File: config.mk
export PLATFORM = sky130hd
export DESIGN_NAME = alu_share_arbiter_flat
export DESIGN_NICKNAME = d
export VERILOG_FILES = /design/src/rtl/alu_share_if.sv /design/src/rtl/alu_share_arbiter.sv /design/src/flat_wrapper.sv
export SDC_FILE = /design/constraint.sdc
export NUM_CORES = 1
export LEC_CHECK = 0
export ABC_AREA = 1
export ABC_CLOCK_PERIOD_IN_PS = 1900
export CELL_PAD_IN_SITES_DETAIL_PLACEMENT = 0
export CELL_PAD_IN_SITES_GLOBAL_PLACEMENT = 1
export CORE_MARGIN = 3
export CORE_UTILIZATION = 26
export CTS_BUF_LIST = sky130_fd_sc_hd__clkbuf_8
export DETAILED_ROUTE_END_ITERATION = 7
export PLACE_DENSITY = 0.8
export SLEW_MARGIN = 10
export SYNTH_ARGS = -nofsm -noshare
export SYNTH_HDL_FRONTEND = slang
export SYNTH_SLANG_ARGS = --single-unit
File: constraint.sdc
create_clock -name clk -period 1.9 [get_ports clk]
set_clock_uncertainty 0.05 [all_clocks]
set_input_delay 0.38 -clock clk [delete_from_list [all_inputs] [get_ports clk]]
set_output_delay 0.38 -clock clk [all_outputs]
set_load 0.05 [all_outputs]
File: src/rtl/alu_share_if.sv
// Request, response and ALU-side signals of the two-port ALU sharing arbiter.
// The slave view belongs to the arbiter; the master view to requesters and the ALU.
interface alu_share_if #(
  parameter int WIDTH = 32
);
  logic             req0_valid, req0_ready;
  logic [WIDTH-1:0] req0_a, req0_b;
  logic [2:0]       req0_sel;
  logic             req1_valid, req1_ready;
  logic [WIDTH-1:0] req1_a, req1_b;
  logic [2:0]       req1_sel;
  logic             rsp0_valid, rsp1_valid;
  logic             rsp0_ready, rsp1_ready;
  logic [WIDTH-1:0] rsp_result;
  logic [3:0]       rsp_flags;
  logic [WIDTH-1:0] alu_a, alu_b, alu_g;
  logic [2:0]       alu_sel;
  logic             alu_c, alu_v, alu_n, alu_z;
  logic             busy;

  modport slave (
    input  req0_valid, req0_a, req0_b, req0_sel,
    input  req1_valid, req1_a, req1_b, req1_sel,
    input  rsp0_ready, rsp1_ready,
    input  alu_g, alu_c, alu_v, alu_n, alu_z,
    output req0_ready, req1_ready, rsp0_valid, rsp1_valid,
    output rsp_result, rsp_flags, alu_a, alu_b, alu_sel, busy
  );

  modport master (
    output req0_valid, req0_a, req0_b, req0_sel,
    output req1_valid, req1_a, req1_b, req1_sel,
    output rsp0_ready, rsp1_ready,
    output alu_g, alu_c, alu_v, alu_n, alu_z,
    input  req0_ready, req1_ready, rsp0_valid, rsp1_valid,
    input  rsp_result, rsp_flags, alu_a, alu_b, alu_sel, busy
  );
endinterface

File: src/rtl/alu_share_arbiter.sv
// Round-robin sharing of one combinational ALU between two requesters:
// grant, hold operands for EXEC_CYCLES, capture result/flags, return via handshake.
module alu_share_arbiter #(
  parameter int WIDTH       = 32,
  parameter int EXEC_CYCLES = 1
) (
  input  logic        clk,
  input  logic        reset,
  alu_share_if.slave  bus
);
  typedef enum logic [1:0] {IDLE = 2'd0, EXEC = 2'd1, RESP = 2'd2} state_t;

  localparam logic [3:0] LAST_CNT = 4'(EXEC_CYCLES - 1);

  state_t           state_q, state_d;
  logic             ptr_q, ptr_d;
  logic             win_q, win_d;
  logic [3:0]       cnt_q, cnt_d;
  logic [WIDTH-1:0] alu_a_q, alu_a_d;
  logic [WIDTH-1:0] alu_b_q, alu_b_d;
  logic [2:0]       alu_sel_q, alu_sel_d;
  logic [WIDTH-1:0] res_q, res_d;
  logic [3:0]       flags_q, flags_d;
  logic             grant0, grant1, rsp_hs;
  logic             req0_ready_c, req1_ready_c;

  always_ff @(posedge clk) begin
    if (reset) begin
      state_q   <= IDLE;
      ptr_q     <= 1'b0;
      win_q     <= 1'b0;
      cnt_q     <= '0;
      alu_a_q   <= '0;
      alu_b_q   <= '0;
      alu_sel_q <= '0;
      res_q     <= '0;
      flags_q   <= '0;
    end else begin
      state_q   <= state_d;
      ptr_q     <= ptr_d;
      win_q     <= win_d;
      cnt_q     <= cnt_d;
      alu_a_q   <= alu_a_d;
      alu_b_q   <= alu_b_d;
      alu_sel_q <= alu_sel_d;
      res_q     <= res_d;
      flags_q   <= flags_d;
    end
  end

  always_comb begin
    state_d      = state_q;
    ptr_d        = ptr_q;
    win_d        = win_q;
    cnt_d        = cnt_q;
    alu_a_d      = alu_a_q;
    alu_b_d      = alu_b_q;
    alu_sel_d    = alu_sel_q;
    res_d        = res_q;
    flags_d      = flags_q;
    req0_ready_c = 1'b0;
    req1_ready_c = 1'b0;
    // ptr_q = 1 means port 1 is favoured when both ports are valid
    grant0       = bus.req0_valid && (!bus.req1_valid || !ptr_q);
    grant1       = bus.req1_valid && !grant0;
    rsp_hs       = win_q ? bus.rsp1_ready : bus.rsp0_ready;

    case (state_q)
      IDLE: begin
        if (grant0 || grant1) begin
          req0_ready_c = grant0;
          req1_ready_c = grant1;
          alu_a_d      = grant1 ? bus.req1_a   : bus.req0_a;
          alu_b_d      = grant1 ? bus.req1_b   : bus.req0_b;
          alu_sel_d    = grant1 ? bus.req1_sel : bus.req0_sel;
          win_d        = grant1;
          cnt_d        = '0;
          ptr_d        = grant0;
          state_d      = EXEC;
        end
      end
      EXEC: begin
        cnt_d = cnt_q + 4'd1;
        if (cnt_q == LAST_CNT) begin
          res_d   = bus.alu_g;
          flags_d = {bus.alu_c, bus.alu_v, bus.alu_n, bus.alu_z};
          state_d = RESP;
        end
      end
      RESP: begin
        if (rsp_hs) state_d = IDLE;
      end
      default: state_d = IDLE;
    endcase
  end

  assign bus.req0_ready = req0_ready_c;
  assign bus.req1_ready = req1_ready_c;
  assign bus.rsp0_valid = (state_q == RESP) && !win_q;
  assign bus.rsp1_valid = (state_q == RESP) &&  win_q;
  assign bus.rsp_result = res_q;
  assign bus.rsp_flags  = flags_q;
  assign bus.alu_a      = alu_a_q;
  assign bus.alu_b      = alu_b_q;
  assign bus.alu_sel    = alu_sel_q;
  assign bus.busy       = (state_q != IDLE);
endmodule
File: src/flat_wrapper.sv
// flat-port wrapper written by rule: the top's interface ports become plain ports
module alu_share_arbiter_flat 
#(
  parameter int WIDTH       = 32,
  parameter int EXEC_CYCLES = 1
)
  (clk, reset, bus_req0_valid, bus_req0_a, bus_req0_b, bus_req0_sel, bus_req1_valid, bus_req1_a, bus_req1_b, bus_req1_sel, bus_rsp0_ready, bus_rsp1_ready, bus_alu_g, bus_alu_c, bus_alu_v, bus_alu_n, bus_alu_z, bus_req0_ready, bus_req1_ready, bus_rsp0_valid, bus_rsp1_valid, bus_rsp_result, bus_rsp_flags, bus_alu_a, bus_alu_b, bus_alu_sel, bus_busy);
  alu_share_if #(.WIDTH(WIDTH)) bus_i ();
  input  logic clk;
  input  logic reset;
  input wire logic [$bits(bus_i.req0_valid)-1:0] bus_req0_valid;
  input wire logic [$bits(bus_i.req0_a)-1:0] bus_req0_a;
  input wire logic [$bits(bus_i.req0_b)-1:0] bus_req0_b;
  input wire logic [$bits(bus_i.req0_sel)-1:0] bus_req0_sel;
  input wire logic [$bits(bus_i.req1_valid)-1:0] bus_req1_valid;
  input wire logic [$bits(bus_i.req1_a)-1:0] bus_req1_a;
  input wire logic [$bits(bus_i.req1_b)-1:0] bus_req1_b;
  input wire logic [$bits(bus_i.req1_sel)-1:0] bus_req1_sel;
  input wire logic [$bits(bus_i.rsp0_ready)-1:0] bus_rsp0_ready;
  input wire logic [$bits(bus_i.rsp1_ready)-1:0] bus_rsp1_ready;
  input wire logic [$bits(bus_i.alu_g)-1:0] bus_alu_g;
  input wire logic [$bits(bus_i.alu_c)-1:0] bus_alu_c;
  input wire logic [$bits(bus_i.alu_v)-1:0] bus_alu_v;
  input wire logic [$bits(bus_i.alu_n)-1:0] bus_alu_n;
  input wire logic [$bits(bus_i.alu_z)-1:0] bus_alu_z;
  output wire logic [$bits(bus_i.req0_ready)-1:0] bus_req0_ready;
  output wire logic [$bits(bus_i.req1_ready)-1:0] bus_req1_ready;
  output wire logic [$bits(bus_i.rsp0_valid)-1:0] bus_rsp0_valid;
  output wire logic [$bits(bus_i.rsp1_valid)-1:0] bus_rsp1_valid;
  output wire logic [$bits(bus_i.rsp_result)-1:0] bus_rsp_result;
  output wire logic [$bits(bus_i.rsp_flags)-1:0] bus_rsp_flags;
  output wire logic [$bits(bus_i.alu_a)-1:0] bus_alu_a;
  output wire logic [$bits(bus_i.alu_b)-1:0] bus_alu_b;
  output wire logic [$bits(bus_i.alu_sel)-1:0] bus_alu_sel;
  output wire logic [$bits(bus_i.busy)-1:0] bus_busy;
  assign bus_i.req0_valid = bus_req0_valid;
  assign bus_i.req0_a = bus_req0_a;
  assign bus_i.req0_b = bus_req0_b;
  assign bus_i.req0_sel = bus_req0_sel;
  assign bus_i.req1_valid = bus_req1_valid;
  assign bus_i.req1_a = bus_req1_a;
  assign bus_i.req1_b = bus_req1_b;
  assign bus_i.req1_sel = bus_req1_sel;
  assign bus_i.rsp0_ready = bus_rsp0_ready;
  assign bus_i.rsp1_ready = bus_rsp1_ready;
  assign bus_i.alu_g = bus_alu_g;
  assign bus_i.alu_c = bus_alu_c;
  assign bus_i.alu_v = bus_alu_v;
  assign bus_i.alu_n = bus_alu_n;
  assign bus_i.alu_z = bus_alu_z;
  assign bus_req0_ready = bus_i.req0_ready;
  assign bus_req1_ready = bus_i.req1_ready;
  assign bus_rsp0_valid = bus_i.rsp0_valid;
  assign bus_rsp1_valid = bus_i.rsp1_valid;
  assign bus_rsp_result = bus_i.rsp_result;
  assign bus_rsp_flags = bus_i.rsp_flags;
  assign bus_alu_a = bus_i.alu_a;
  assign bus_alu_b = bus_i.alu_b;
  assign bus_alu_sel = bus_i.alu_sel;
  assign bus_busy = bus_i.busy;
  alu_share_arbiter #(.WIDTH(WIDTH), .EXEC_CYCLES(EXEC_CYCLES)) u_core (.clk(clk), .reset(reset), .bus(bus_i));
endmodule
=== Word level (Yosys, flattened, before mapping) ===
Cells that the tools add are included.

* Register bits: 111
* Latch bits: 0
* Memory bits (writable): 0
* Memory bits (read-only): 0
* Bits of input ports: 176
* Output and inout port bits: 108
* Logic and storage cells: 47
* Memories kept: 0

* $add $sub $neg: 1
* Multiply operators: 0
* Div/mod/pow operators: 0
* $lt $le $gt $ge: 0
* Eq/ne operators: 5
* Shift operators: 0
* Multiplexer cells: 14
* Bitwise logic cells: 0
* Reduce and logical (&&, ||, !) cells: 18

{| class="wikitable"
|+ Operators with widths
! cell !! number
|-
| 32-bit two-way mux || 2
|-
| 4-bit case mux with 2 select lines || 1
|-
| 2-bit two-way mux || 3
|-
| 2-bit by 1-bit inequality test with 1-bit output, second input constant || 3
|-
| 2-bit case mux with 3 select lines || 1
|-
| 2-bit AND reduction || 3
|-
| 1-bit two-way mux || 5
|-
| 4-bit by 1-bit adder with 4-bit output, second input constant || 1
|-
| 1-bit logical AND || 4
|-
| 1-bit zero test || 4
|-
| 4-bit zero test || 1
|-
| 4-bit two-way mux || 1
|-
| 2-bit nonzero test || 2
|-
| 3-bit two-way mux || 1
|-
| 3-bit AND reduction || 1
|-
| 2-bit by 1-bit equality test with 1-bit output, second input constant || 1
|-
| 2-bit equality test, second input constant || 1
|-
| 2-bit zero test || 1
|-
| 1-bit logical OR || 2
|}

=== Longest topological paths before layout ===
* Word-level depth: 8
* Depth in mapped cells: 8
* Gate-level depth less buffers: 7

=== Worst setup path after synthesis ===
OpenSTA, ideal clock, no wires.

* Path kind: register to output
* Start point: register u_core.state_q[1]
* End point: output port bus_req0_ready
* Arrival time: 1.395 ns
* Data required time: 1.470 ns
* Path slack: 0.075 ns
* Stages on the path, launching flop included: 4
* Path buffers: 0
* Path through: dfxtp_1 > nor2_1 > inv_2 > nor2_1

* Word-level cells in the longest chain between the ends: 2

{| class="wikitable"
|+ Ends and longest elaborated chain
! element !! line !! RTL
|-
| start: declaration || alu_share_arbiter.sv:15 || <nowiki>state_t state_q, state_d;</nowiki>
|-
| start signal: assignment || alu_share_arbiter.sv:39 || <nowiki>state_q <= state_d;</nowiki>
|-
| 2-bit zero test || alu_share_arbiter.sv:68 || <nowiki>case (state_q)</nowiki>
|-
| 1-bit two-way mux || alu_share_arbiter.sv:68 ||
|-
| end: declaration || flat_wrapper.sv:26 || <nowiki>output wire logic [$bits(bus_i.req0_ready)-1:0] bus_req0_ready;</nowiki>
|}

No other way between the ends.

=== Final worst setup path ===
* Start point: register u_core.state_q[1]
* End point: output port bus_rsp0_valid

* Word-level cells in the longest chain between the ends: 2

{| class="wikitable"
|+ Ends and longest elaborated chain
! element !! line !! RTL
|-
| 2-bit equality test || alu_share_arbiter.sv:99 || <nowiki>assign bus.rsp0_valid = (state_q == RESP) && !win_q;</nowiki>
|-
| 1-bit logical AND || alu_share_arbiter.sv:99 ||
|-
| end: declaration || flat_wrapper.sv:28 || <nowiki>output wire logic [$bits(bus_i.rsp0_valid)-1:0] bus_rsp0_valid;</nowiki>
|}

No other way between the ends.

==> flow_summary.ini <==
[flow_run]
drv_cap = 0

[sta]
slew_viol_final = 0
tightest_slew_ns = 0.4998
slew_headroom_pct = 66.81
hold-worst-slack_ns = 0.4636
finalHoldViolations = 0
tns_ns = 0
finalSetupViolCount = 0
fin_crit_sh_pct = 94.63
rsz0062_at_grt = yes
setup_ws_ns = 0.1021
fmax_mhz = 556.2
fin_crit_ns = 1.798

[detailed_routing]
drtPass1Iterations = 4
wirelength_met1_um = 7469
via_count = 5881
wl_um = 17430
ant_nets = 0
highest_layer = met4
initialDrtViolationCount = 243
via_per_inst = 4.001
wl_met2_um = 8387
remaining_drc_errors = 0
wl_met3_um = 1356
routedWlPerCell_um = 11.86

[floorplanning]
die-area_um2 = 22810
die_y_um = 151.0
ioPinCount = 284
num_rows = 52
die_w_um = 151.0
initial_core_util_pct = 26.76
core_um2 = 20430

[placed_design]
dpl_worst_slack_ns = -0.05847
hpwl_um = 12690
gp_congestion = 0.7518
io_buffers = 283

[layout]
fin_nets = 1373
final_util_pct = 42.42
multi_input_area_um2 = 2475
regArea_um2 = 2222
fillers = 2186
drive_gt1_share_pct = 12.92
n_antenna_cell = 0
area_growth_pct = 58.49

[power_and_ir_drop]
ir_drop_uv = 431.7
p_comb_share_pct = 44.8
leakagePower_uw = 0.004546
powerDensity_nw_per_um2 = 909.3
power_frac_seq_pct = 36.3
swShare_pct = 43.53
p_clk_share_pct = 18.9
power.switching_uw = 3430
p_int_uw = 4449

[grt]
grt_util_all_layers_pct = 14.97
grt_pass1_wl_um = 27410
antenna_found_initial = 0
grt_max_degree = 64
overflow = 0
grt_pass1_vias = 5512

[clock_network]
clockBufferDepth = 2
cts_tree = done
ctsHoldBuffers = 0
clk_pin_slew_ns = 0.12
cts_max_level = 3
clock_latency_ns = 0.39
clock_sinks = 111
cts-buffers-inserted = 9
cts_root_buffer = clkbuf_8

[worst_setup_path]
critPathCaptureType = primary output
start_kind = flip-flop
crit_arrival_ns = 1.37
critPathLaunch = u_core.state_q[1]$_SDFFE_PP0P_
r2r_start = u_core.ptr_q$_SDFFE_PP0P_
critPathKind = flip-flop to primary output
cp_max_fo = 2
worst_ep_required_time_ns = 1.47

[yosys]
synth-seq-cells = 111
synth_fp_nets = 1102
syn_area_um2 = 5468
ys_warn_count = 0
synthTopCellsByArea = dfxtp_1 41%, nand2_1 19%, nor2_1 19%, inv_1 9.9%, o21ai_0 3.2%
synth_edf_count = 0
yosysTopAreaCellShare_pct = 40.64
synthArstFlopShare_pct = 0
synth_top_area_cell = dfxtp_1
avgSynthCellArea_um2 = 5.917
ys_types = 22
synthCells = 924
ys_dominant_reg_cell = dfxtp_1
ys_seq_area_share_pct = 40.64

[worst_hold_path]
hp-class = flip-flop to flip-flop
hp-start = u_core.bus.rsp_flags[3]$_SDFFE_PP0P_

[outcome]
status = completed
[critical path, cell delays in order, from the launching register on]
cell	delay, ns
dfxtp_1	0.37
inv_1	0.06
nor2_1	0.14
inv_1	0.11
nor2_2	0.15
buf_12	0.15
[per-layer routing]
metal  vias to the layer above  track usage [%]
met4                         0            3.445
met3                        14            4.907
met2                       164            26.41
met5                         -                0
li1                       3199                -
met1                      2504            17.63
[kinds of logic after synthesis]
family	after synthesis	synth area share, %
AO/OA/AOI/OAI	49	4.600
adder cells (fa/ha/maj)	2	0.4576
buffers and inverters	192	14.74
flip-flops	111	40.64
AND/OR/NAND/NOR	570	39.57
[cell type report]
cell class	count	share of cell area, %
Clock buffer	9	1.429
Clock inverter	7	0.9385
Inverter	147	6.367
Multi-Input combinational cell	621	28.56
Sequential cell	111	25.64
Tap cell	270	3.898
Timing Repair Buffer	305	33.16
[sequential cells by signal, summed over array words and instances, names as in the netlist]
signal,flops
u_core.cnt_q,4
u_core.bus.alu_sel,3
u_core.ptr_q,1
u_core.state_q,2
u_core.bus.alu_a,32
u_core.win_q,1
u_core.bus.rsp_result,32
u_core.bus.rsp_flags,4
u_core.bus.alu_b,32
[through the flow]
stage	std cells	cell area [um^2]	total power, uW
final	1470	8666	7879
after CTS	1469	8641	8018
after detailed placement	1453	8434	6485
after global routing	1470	8666	8414
after global placement	1453	8434	6469
after floorplan	924	5468	5178
[power by group through the flow]
stage / clock [uW] / combinational, uW / sequential, uW
2_1_floorplan: 0 / 1130 / 4050
3_3_place_gp: 0 / 3560 / 2910
3_5_place_dp: 0 / 3570 / 2910
4_1_cts: 1580 / 3580 / 2860
5_1_grt: 1650 / 3860 / 2900
6_report: 1490 / 3530 / 2860
[placed cells by master, fill, tap and decap left out, drive strengths merged]
cell type      instances
a21oi                  8
buf                  125
clkbuf                 9
clkdlybuf4s50        174
clkinv                 2
dfxtp                111
dlygate4sd2            5
dlymetal6s2s           1
ha                     2
inv                  152
nand2                283
nand3                  5
nand4                  1
nor2                 281
o21ai                 40
o21bai                 1
[synthesized netlist by cell type (3+ instances only)]
cell,number
nor2_1,280
buf_6,4
a21oi_1,7
nand3_1,5
dfxtp_1,111
inv_1,144
buf_4,8
clkbuf_1,12
o21ai_0,35
buf_2,18
nand2_2,3
nand2_1,280
o21ai_1,5
[path summary, 6_finish.rpt]
path | endpoint | slack [ns] | cells past startpoint
min | u_core.bus.rsp_flags[3]$_SDFFE_PP0P_ | 0.46 | 2
min reg2reg | u_core.bus.rsp_flags[3]$_SDFFE_PP0P_ | 0.46 | 2
max reg2reg | u_core.bus.alu_a[0]$_SDFFE_PP0P_ | 0.43 | 8
max | bus_rsp0_valid | 0.10 | 5
[timing repair]
| item | CTS | global route |
|---|---|---|
| setup buffers | 0 | 1 |
| resized for setup | 8 | 6 |
| endpoints found under the setup margin | 7 | 4 |
| pin swaps | 0 | 1 |
(Power assumes the default switching activity.)
